[config.mk]
export PLATFORM = sky130hd
export DESIGN_NAME = oled_board_composer
export DESIGN_NICKNAME = d
export VERILOG_FILES = /design/src/rtl/oled_pkg.sv /design/src/rtl/cell_glyph.sv /design/src/rtl/oled_board_composer.sv
export SDC_FILE = /design/constraint.sdc
export NUM_CORES = 1
export LEC_CHECK = 0
export BUFFER_PORTS_ARGS = -buffer_cell sky130_fd_sc_hd__clkbuf_2
export CAP_MARGIN = 15
export CORE_MARGIN = 8
export CORE_UTILIZATION = 30
export DETAILED_ROUTE_END_ITERATION = 6
export SETUP_SLACK_MARGIN = 0.05
export SLEW_MARGIN = 20
export SYNTH_ARGS = -nofsm -noshare
export SYNTH_HDL_FRONTEND = slang
export SYNTH_HIERARCHICAL = 1
export SYNTH_SLANG_ARGS = --single-unit
[constraint.sdc]
create_clock -name clk -period 5.1 [get_ports clk]
set_clock_uncertainty 0.1 [all_clocks]
set_input_delay 1.02 -clock clk [delete_from_list [all_inputs] [get_ports clk]]
set_output_delay 1.02 -clock clk [all_outputs]
set_load 0.01 [all_outputs]
[src/rtl/oled_pkg.sv]
// Shared constants for the OLED board composer: board geometry, cell codes,
// ASCII glyphs and the frame sequencer state encoding.
package oled_pkg;

  localparam int CHAR_ROWS  = 4;
  localparam int CHAR_COLS  = 16;
  localparam int CHAR_COUNT = CHAR_ROWS * CHAR_COLS;
  localparam int MSG_W      = 512;

  localparam logic [3:0] CELL_MINE    = 4'd9;
  localparam logic [3:0] CELL_FLAG    = 4'd10;
  localparam logic [3:0] CELL_COVERED = 4'd11;
  localparam logic [3:0] CELL_BADFLAG = 4'd12;

  localparam logic [7:0] ASCII_SPACE      = 8'h20;
  localparam logic [7:0] ASCII_ZERO       = 8'h30;
  localparam logic [7:0] ASCII_STAR       = 8'h2A;
  localparam logic [7:0] ASCII_F          = 8'h46;
  localparam logic [7:0] ASCII_DOT        = 8'h2E;
  localparam logic [7:0] ASCII_X          = 8'h58;
  localparam logic [7:0] ASCII_QMARK      = 8'h3F;
  localparam logic [7:0] ASCII_UNDERSCORE = 8'h5F;

  typedef enum logic [2:0] {
    ST_IDLE,
    ST_FETCH,
    ST_FLUSH,
    ST_SEND,
    ST_RELEASE
  } state_t;

endpackage

[src/rtl/cell_glyph.sv]
// Maps one board cell code to its display character; a cursor hit
// overrides the cell with an underscore.
module cell_glyph
  import oled_pkg::*;
(
  input  logic [3:0] cell_code,
  input  logic       cursor_hit,
  output logic [7:0] glyph
);

  always_comb begin
    glyph = ASCII_QMARK;
    if (cursor_hit) begin
      glyph = ASCII_UNDERSCORE;
    end else if (cell_code == 4'd0) begin
      glyph = ASCII_SPACE;
    end else if (cell_code <= 4'd8) begin
      glyph = ASCII_ZERO + {4'd0, cell_code};
    end else begin
      case (cell_code)
        CELL_MINE:    glyph = ASCII_STAR;
        CELL_FLAG:    glyph = ASCII_F;
        CELL_COVERED: glyph = ASCII_DOT;
        CELL_BADFLAG: glyph = ASCII_X;
        default:      glyph = ASCII_QMARK;
      endcase
    end
  end

endmodule

[src/rtl/oled_board_composer.sv]
// Renders the 4x16 board RAM into a 64-character message and hands it to the
// OLED wrapper over an enable/done handshake, with a blinking cursor overlay.
module oled_board_composer
  import oled_pkg::*;
#(
  parameter int BLINK_CYCLES = 50000000,
  parameter int BLINK_W      = 26
) (
  input  logic             clk,
  input  logic             reset,
  input  logic             update_req,
  input  logic [1:0]       cursor_row,
  input  logic [3:0]       cursor_col,
  output logic             cell_rd,
  output logic [5:0]       cell_addr,
  input  logic [3:0]       cell_data,
  output logic [0:MSG_W-1] msg,
  output logic             disp_enable,
  input  logic             disp_done,
  output logic             busy
);

  state_t state;
  state_t state_next;

  logic [5:0]         idx;
  logic [5:0]         cursor_idx;
  logic               pending;
  logic [BLINK_W-1:0] blink_cnt;
  logic               cursor_phase;
  logic               blink_tick;
  logic               start_frame;
  logic               char_we;
  logic [5:0]         char_idx;
  logic               cursor_hit;
  logic [7:0]         glyph;

  assign blink_tick = (blink_cnt == BLINK_W'(BLINK_CYCLES - 1));
  assign busy       = (state != ST_IDLE);

  // The RAM answers one cycle late, so FETCH writes the cell fetched on the
  // previous cycle and FLUSH drains the last one.
  always_comb begin
    state_next  = state;
    cell_rd     = 1'b0;
    cell_addr   = 6'd0;
    disp_enable = 1'b0;
    start_frame = 1'b0;
    char_we     = 1'b0;
    char_idx    = idx - 6'd1;
    case (state)
      ST_IDLE: begin
        if (pending) begin
          start_frame = 1'b1;
          state_next  = ST_FETCH;
        end
      end
      ST_FETCH: begin
        cell_rd   = 1'b1;
        cell_addr = idx;
        char_we   = (idx != 6'd0);
        if (idx == 6'd63) begin
          state_next = ST_FLUSH;
        end
      end
      ST_FLUSH: begin
        char_we    = 1'b1;
        char_idx   = 6'd63;
        state_next = ST_SEND;
      end
      ST_SEND: begin
        disp_enable = 1'b1;
        if (disp_done) begin
          state_next = ST_RELEASE;
        end
      end
      ST_RELEASE: begin
        if (!disp_done) begin
          state_next = ST_IDLE;
        end
      end
      default: state_next = ST_IDLE;
    endcase
  end

  // A request landing on the same edge a frame starts still counts: the set
  // term wins so that request produces one more frame.
  always_ff @(posedge clk) begin
    if (reset) begin
      state        <= ST_IDLE;
      idx          <= 6'd0;
      cursor_idx   <= 6'd0;
      pending      <= 1'b1;
      blink_cnt    <= '0;
      cursor_phase <= 1'b0;
    end else begin
      state     <= state_next;
      blink_cnt <= blink_tick ? '0 : blink_cnt + BLINK_W'(1);
      if (blink_tick) begin
        cursor_phase <= ~cursor_phase;
      end
      pending <= (pending & ~start_frame) | update_req | blink_tick;
      if (start_frame) begin
        idx        <= 6'd0;
        cursor_idx <= {cursor_row, cursor_col};
      end else if (state == ST_FETCH && idx != 6'd63) begin
        idx <= idx + 6'd1;
      end
    end
  end

  assign cursor_hit = cursor_phase && (char_idx == cursor_idx);

  cell_glyph u_glyph (
    .cell_code  (cell_data),
    .cursor_hit (cursor_hit),
    .glyph      (glyph)
  );

  always_ff @(posedge clk) begin
    if (reset) begin
      msg <= {CHAR_COUNT{ASCII_SPACE}};
    end else if (char_we) begin
      msg[{char_idx, 3'b000} +: 8] <= glyph;
    end
  end

endmodule

# Word-level counts from Yosys, hierarchy flattened
# Cells that the tools add are included.
word_totals:
  input_bits: 14
  register_bits: 555
  elab_cells: 63
  output_inout_bits: 521
classes:
  order_cmp: 1
  add_sub_neg: 5
  n_reduce_logical: 9
  n_eq_ne: 16
  n_bitwise: 6
  shift: 2
  n_mux: 17
op_table:
  columns: ["cell", "n"]
  rows:
  - ["513-bit by 11-bit variable shift with 512-bit output (first input constant)", 1]
  - ["513-bit by 11-bit indexed part select with 512-bit output", 1]
  - ["512-bit bitwise mux", 1]
  - ["7-bit case mux with 4 select lines", 1]
  - ["26-bit by 1-bit adder with 26-bit output (second input constant)", 1]
  - ["26-bit == test (second input constant)", 1]
  - ["8-bit 2-to-1 mux", 3]
  - ["4-bit == test (second input constant)", 4]
  - ["3-bit case mux with 5 select lines", 1]
  - ["3-bit 2-to-1 mux", 4]
  - ["6-bit 2-to-1 mux", 2]
  - ["10-bit negation with 11-bit output", 1]
  - ["9-bit NOT with 10-bit output", 1]
  - ["2-bit != test (second input constant)", 4]
  - ["6-bit by 4-bit adder with 7-bit output (first input constant)", 1]
  - ["6-bit by 1-bit adder with 6-bit output (second input constant)", 1]
  - ["3-bit by 2-bit == test with 1-bit output (second input constant)", 2]
  - ["6-bit == test", 1]
  - ["6-bit == test (second input constant)", 1]
  - ["6-bit != test (second input constant)", 1]
  - ["6-bit nonzero test", 1]
  - ["6-bit by 1-bit subtractor with 6-bit output (second input constant)", 1]
  - ["4-bit less-or-equal comparator (second input constant)", 1]
  - ["4-bit logical NOT", 1]
  - ["12 further kinds", 19]

# Depth between registers and ports, before layout
# Gate-level depths: netlist of run 1.
depth:
  word_depth: 7
  ltp_mapped: 18
  mapped_depth_nobuf: 11

# Cells and area by module
# The synthesis of run 1 kept the hierarchy.
modules_own_cells:
  columns: ["module", "n_inst", "area_per_inst_um2", "seq_area_each_um2", "cells_per_inst"]
  rows:
  - ["oled_board_composer", 1, 21454.3, 11110.7, 2119]
  - ["cell_glyph", 1, 117.6, 0.0, 18]

# Least setup slack after synthesis of run 1
# No wires, ideal clock.
synth_timing:
  path_type: "flip-flop to flip-flop"
  startpoint: "reg idx[0]"
  endpoint: "reg msg[274] (netlist name)"
  arrival_time_ns: 3.555
  synth_period_minus_slack_ns: 3.776
  path_slack_ns: 1.324
  n_path_buf: 6
  setup_ns: 0.120
  required_time_ns: 4.880
  path_stages_with_launch: 18
  cell_sequence: "dfxtp_1 buf_2 inv_1 clkbuf_1 ha_1 buf_2 nor3b_1 xor2_1 buf_4 buf_2 nand4_1 o211ai_1 o211a_1 a21oi_1 inv_1 clkbuf_1 nor2_1 a211o_1"
synth_via:
  elab_chain_len: 7
  elab_cells_between_ends: 12
  classes_between: "add/sub: 2; eq/ne: 1; shift: 2; mux: 4; bitwise: 1; reduce/logical: 2"
synth_rtl:
  columns: ["item", "line_no", "source"]
  rows:
  - ["start: declaration", "oled_board_composer.sv:26", "logic [5:0] idx;"]
  - ["start signal: assignment", "oled_board_composer.sv:107", "idx <= idx + 6'd1;"]
  - ["6-bit by 1-bit subtractor with 6-bit output", "oled_board_composer.sv:50", "char_idx = idx - 6'd1;"]
  - ["6-bit 2-to-1 mux", "oled_board_composer.sv:51", "case (state)"]
  - ["6-bit == test", "oled_board_composer.sv:112", "assign cursor_hit = cursor_phase && (char_idx == cursor_idx);"]
  - ["1-bit logical AND", "oled_board_composer.sv:112", null]
  - ["via cursor_hit", "oled_board_composer.sv:35", "logic cursor_hit;"]
  - ["8-bit 2-to-1 mux", "cell_glyph.sv:13", "if (cursor_hit) begin"]
  - ["via glyph[5]", "oled_board_composer.sv:36", "logic [7:0] glyph;"]
  - ["513-bit by 11-bit indexed part select with 512-bit output", "oled_board_composer.sv:124", "msg[{char_idx, 3'b000} +: 8] <= glyph;"]
  - ["512-bit bitwise mux", "oled_board_composer.sv:124", null]
  - ["end signal: assignment", "oled_board_composer.sv:122", "msg <= {CHAR_COUNT{ASCII_SPACE}};"]
  - ["end signal: indexed assignment", "oled_board_composer.sv:124", null]
  - ["end: declaration", "oled_board_composer.sv:17", "output logic [0:MSG_W-1] msg,"]
# The timed path passes the listed nets, and every way through them passes these cells.
# A chain may end at the register's enable or synchronous reset.

# Worst setup path after layout of run 1
layout_timing:
  startpoint: "reg idx[0]"
  endpoint: "reg msg[211] (netlist name)"
# The elaborated chain is that of the path after synthesis.

==> out/metrics.cfg, run 1 <==
[run_status]
status = finished with violations
violations = max-slew violations

[global_route]
grt.busiest_layer = met2
use_met1_pct = 21.86
grt_pass1_vias = 16740
grt_pass1_wl_um = 112400
grt_overflow = 0
met2_usage_pct = 30.06
grt_use_met3_pct = 4.779
grt_use_total_pct = 17.71
grt_antenna_before_repair = 0
grt_max_degree = 208

[pwr]
ir_drop_v = 0.0002711
p_leak_uw = 0.01179
p_per_area_nw_per_um2 = 337.0

[worst_setup_path]
critPathMaxFanout = 35
cp_top_family = simple AND/OR/NAND/NOR gates
crit_slowest_cell = nand2b_2
slowest_delay_ps = 640
worstPathCellList = inv_1 -> ha_1 -> nor3b_1 -> xnor2_1 -> xnor2_1 -> o211ai_1 -> o211a_1 -> a211o_1 -> nand2b_2 -> buf_4 -> o21ai_0
critPathMostFrequentCell = xnor2_1
crit_type = reg2reg
path_buf_inv = 2
arrival_ps = 4510
ff2ff_path_depth = 11
critPathCaptureType = flop
r2r_start = idx[0]
required_ps = 5460
start_kind = flop
r2r_end = msg[211]
ff2ff_setup_slack_ps = 960

[hold_path]
holdPathEnd = blink_cnt[0]
hp-start = blink_cnt[0]
hold_depth = 1
hold_class = reg2reg

[synthesis]
ys_seq_area_share_pct = 51.51
synth_area_leaders = dfxtp_1 52%, mux2i_1 15%, nand3b_1 4.6%
synthArstFlopShare_pct = 0
syn-num-nets = 2154
ys.flop_type = dfxtp_1
ys_ff_latch = 555
postSynthAreaPerCell_um2 = 10.09
netlist_instances = 2137
syn_area_um2 = 21570
netlist.area_leader.share_pct = 51.51
synth_cell_types = 68
synth_area_leader_cell = dfxtp_1
synth-edff-count = 0
yosysWarnings = 6

[sta]
relSlewSlack_pct = -92.16
finalCritPeriodShare_pct = 81.26
finalHoldViolations = 0
setup_viol = 0
max_freq_mhz = 241.3
final.setup.tns_ps = 0
fin_crit_ps = 4144
rsz0062_at_grt = no
tightest_slew_ps = 2882
worst_slack_ps = 956.0
slew_viol_final = 45

[clock_tree]
cts_sinks = 555
ctsHoldBuffers = 0
cts_resized = 0
worstSkewPairLatency_ps = 620
tritoncts = done
cts.reportedPaths.clkPinSlew_ps = 70
cts_made_buffers = 60
htreeDepth = 2
clockBufferDepth = 3
cts_root_buffer = clkbuf_16
post_cts_buffers = 0

[placement]
dp_hpwl_um = 52330
io_buffer_count = 534
post-place-ws_ps = 925.7
place.gp.congestion = 0.8158

[floorplan]
initial_core_util_pct = 30.23
core_area_um2 = 71360
die_x_um = 284.2
rows = 98
die_h_um = 284.2
pin_count = 535
die-area_um2 = 80740

[final_layout]
area_delta_synth_final_pct = 25.80
drive_gt1_share_pct = 27.17
nNetsFinal = 2606

[route]
drc = 0
drtIter0Drc = 1055
routedWlPerCell_um = 21.10
via_count = 17100
drt_pre_antenna_iters = 7
routed_wirelength_um = 75660
vias_per_cell = 4.769
ant_nets = 0

[job]
cap_violations = 0

==> power breakdown <==
part	total [uW]	leakage [uW]	internal, uW	switching, uW
logic	425	0.00635	120	305
registers	4360	0.00447	4350	11.4
clock network	4360	0.000973	2510	1860
total	9150	0.0118	6970	2170
==> flip-flops by register name, indices dropped and copies added, names as in the netlist <==
register,count
state,3
msg,512
pending,1
idx,6
cursor_phase,1
cursor_idx,6
blink_cnt,26
==> cell families (layout without fill, tap and decap cells) <==
| family | after synthesis | in the layout | synth area share, % |
|---|---|---|---|
| multiplexers | 319 | 319 | 14.81 |
| adder cells (fa/ha/maj) | 3 | 3 | 0.1740 |
| AO/OA/AOI/OAI | 296 | 296 | 9.332 |
| flip-flops | 555 | 555 | 51.51 |
| AND/OR/NAND/NOR | 733 | 733 | 18.97 |
| XOR/XNOR | 39 | 39 | 1.653 |
| other | 1 | 2 | 0.01738 |
| buffers and inverters | 191 | 689 | 3.544 |
==> metrics by stage <==
stage / total power [uW] / hold slack (ps) / utilization [%] / cells / area [um^2]
after CTS: 9247 / 364.7 / 37.99 / 3584 / 27110
after global placement: 4879 / 346.7 / 35.23 / 3476 / 25140
after floorplan: 4728 / 330.0 / - / 2137 / 21570
final: 9146 / 362.7 / 38.03 / 3586 / 27140
after detailed placement: 4877 / 350.7 / 35.23 / 3476 / 25140
after global routing: 9462 / 379.0 / 38.03 / 3585 / 27140
==> cells in the mapped netlist (all sizes together) (26+ instances only) <==
cell type	count
buf	28
a211o	26
clkbuf	153
nor2	244
nor2b	33
a21oi	26
nand4	33
dfxtp	555
mux2i	318
nand2	40
o21ai	196
nand2b	156
nand3b	133
==> placed cells by master, fill, tap and decap left out, drive strengths merged, types with 5 or more instances in the layout <==
| cell type | Yosys | layout |
|---|---|---|
| nand3 | 12 | 12 |
| nor3 | 25 | 25 |
| nand4 | 33 | 33 |
| buf | 28 | 38 |
| clkinv | 1 | 19 |
| nand2b | 156 | 156 |
| nor2b | 33 | 33 |
| and3 | 7 | 7 |
| nor3b | 5 | 5 |
| a211o | 26 | 26 |
| a21oi | 26 | 26 |
| nor4 | 13 | 13 |
| xor2 | 25 | 25 |
| nand3b | 133 | 133 |
| o2111ai | 5 | 5 |
| clkbuf | 153 | 614 |
| nor2 | 244 | 244 |
| or2 | 7 | 7 |
| inv | 9 | 13 |
| xnor2 | 14 | 14 |
| a211oi | 9 | 9 |
| nand2 | 40 | 40 |
| o21ai | 196 | 196 |
| o221ai | 6 | 6 |
| and2 | 6 | 6 |
| or3 | 7 | 7 |
| a2111oi | 9 | 9 |
| dfxtp | 555 | 555 |
| mux2i | 318 | 318 |
==> worst max path at each step <==
stage	from	to	slack (ps)	cells past startpoint
after floorplan	idx[0]	msg[274]	1320	17
final	idx[0]	msg[211]	960	11
after global placement	idx[0]	msg[307]	1020	11
after CTS	idx[0]	msg[299]	910	11
after global routing	idx[0]	msg[314]	700	11
after detailed placement	idx[0]	msg[307]	930	11
==> worst reg2reg max path: cells and delay by family (launching register included) <==
| kind | cells | cell delay, ps |
|---|---|---|
| buffers and inverters | 2 | 570 |
| DFF | 1 | 310 |
| and+or+nand+nor | 2 | 1260 |
| adders and majority gates | 1 | 380 |
| xor gates and xnor gates | 2 | 590 |
| AOI/OAI and AO/OA | 4 | 790 |
==> final cells by class <==
| cell class | count | area (um^2) |
|---|---|---|
| flip-flops and latches | 555 | 11110 |
| diodes | 1 | 2.502 |
| repair buffers | 571 | 3043 |
| clock buffers | 81 | 1670 |
| inverters | 10 | 37.54 |
| multi-input cells | 1391 | 9792 |
| fillers | 7262 | 44220 |
| well taps | 950 | 1189 |
| clock inverters | 27 | 294.0 |
==> metal layers <==
layer,wire length (um),vias to the layer above,share of wire (%)
met5,0,-,0
met4,2062,0,2.7
met3,4967,102,6.6
met2,36460,492,48
met1,32170,8238,43
li1,-,8268,-
Power figures use the tool's default switching activity.
==> run 2, diff against run 1 <==
Clock period 5.1 ns to 3.6 ns, I/O delays scaled along.
==> out/metrics.cfg, run 2 (synthesis gave the netlist of run 1 again) <==
[run_status]
status = finished with violations
violations = max-slew violations

[floorplan]
pin_count = 535
rows = 98
initial_core_util_pct = 30.23
die_h_um = 284.2
die-area_um2 = 80740
die_x_um = 284.2
core_area_um2 = 71360

[worst_setup_path]
arrival_ps = 3590
worstPathCellList = inv_1 -> ha_1 -> nor3b_2 -> xnor2_1 -> buf_4 -> xnor2_1 -> o211ai_1 -> o211a_1 -> a211o_2 -> nand2b_2 -> buf_4 -> o21ai_0
crit_slowest_cell = a211o_2
start_kind = flop
critPathMaxFanout = 29
slowest_delay_ps = 460
required_ps = 3960
crit_type = reg2reg
critPathCaptureType = flop

[final_layout]
top_register = msg
reg_top3 = msg (512), blink_cnt (26)
mostFrequentLayoutCell = dfxtp_1
final_area_um2 = 27410
drive_gt1_share_pct = 28.13
area_delta_synth_final_pct = 27.07
largest_register_ffs = 512
nNetsFinal = 2653
layout_common_cells = 555 x dfxtp_1, 533 x clkbuf_2, 318 x mux2i_1, 243 x nor2_1, 165 x o21ai_0

[route]
routed_wirelength_um = 76230
ant_nets = 0
drtIter0Drc = 1139
wl_met1_um = 32450
wl_met3_um = 4671
routedWlPerCell_um = 20.98
route.top_layer_used = met4
wl_met2_um = 36710
via_count = 17250
drc = 0
drt_pre_antenna_iters = 5
vias_per_cell = 4.746

[sta]
tightest_slew_ps = 2874
relSlewSlack_pct = -91.63
fin_crit_ps = 3226
worst_slack_ps = 374.0
finalHoldViolations = 0
max_freq_mhz = 310.0
setup_viol = 0
finalCritPeriodShare_pct = 89.61
rsz0062_at_grt = no
slew_viol_final = 45
final.setup.tns_ps = 0

[global_route]
grt_max_degree = 128
grt_antenna_before_repair = 4
grt_pass1_wl_um = 112300
grt_use_total_pct = 17.79
grt_overflow = 0
grt_pass1_vias = 16610

[pwr]
p_clk_share_pct = 47.1
p_per_area_nw_per_um2 = 469.2
p_sw_share_pct = 23.45
comb_power_share_pct = 4.9
seqPwrFrac_pct = 48.0
power.switching_uw = 3015
internal-power_uw = 9845
p_leak_uw = 0.01197
ir_drop_v = 0.0003490

[clock_tree]
cts_root_buffer = clkbuf_16
cts_sinks = 555
post_cts_buffers = 0
htreeDepth = 2
cts.reportedPaths.clkPinSlew_ps = 60
ctsHoldBuffers = 0
cts_made_buffers = 60
worstSkewPairLatency_ps = 610
tritoncts = done
clockBufferDepth = 3
cts_resized = 0

[placement]
dp_hpwl_um = 52950
dpl_cell_area_um2 = 25480
post-place-ws_ps = 365.7
io_buffer_count = 534
place.gp.congestion = 0.8123

[job]
cap_violations = 0

[hold_path]
hold_class = in2reg

[run 2: cell types whose count changed in the layout (fill, tap and decap cells not counted), moves of 2 or more]
cell and change:
buf_12 -2, buf_4 +50, clkbuf_1 +7, clkinv_2 -8
clkinv_4 +2, clkinv_8 -2, diode_2 +3
[run 2: final cells by class]
class                           instances  area (um^2)
Tap cell                              950         1189
Antenna cell                            4        10.01
Inverter                               10        37.54
Timing Repair Buffer                  618         3351
Sequential cell                       555        11110
Clock buffer                           89         1710
Clock inverter                         17        212.7
Fill cell                            7194        43950
Multi-Input combinational cell       1391         9792
[run 2: path summary, 6_finish.rpt]
kind / startpoint / slack, ps / endpoint / cells after the start
setup / recovery: idx[0] / 370 / msg[406] / 12
hold / removal: update_req / 190 / pending / 2
setup reg to reg: idx[0] / 370 / msg[406] / 12
hold reg to reg: msg[242] / 360 / msg[242] / 1
[run 2: per-layer routing]
| layer | up-vias | GRT usage, % |
|---|---|---|
| li1 | 8374 | - |
| met1 | 8223 | 22.05 |
| met2 | 534 | 29.96 |
| met3 | 117 | 4.412 |
| met4 | 0 | 6.009 |
| met5 | - | 0 |
[run 2: power by group through the flow]
stage          clock (uW)  combinational [uW]  sequential, uW
2_1_floorplan           0                 394            6310
5_1_grt              6480                 674            6170
6_report             6060                 629            6180
3_5_place_dp            0                 625            6310
4_1_cts              6230                 628            6170
3_3_place_gp            0                 626            6310
[run 2: stage by stage]
stage          std cells  util (%)  hold WS, ps  total power, uW
2_1_floorplan       2137         -        330.0             6701
3_3_place_gp        3524     35.70        341.9             6937
3_5_place_dp        3524     35.70        348.4             6936
4_1_cts             3630     38.40        143.3            13030
5_1_grt             3631     38.40        176.3            13330
6_report            3634     38.41        186.6            12860
[run 2: critical path, delay by kind of cell (launching register included)]
family          cells  cell delay [ps]
fa+ha+maj           1              160
simple gates        2              500
compound gates      4             1040
xor+xnor            2              290
buf+inv             3              650
flops               1              310
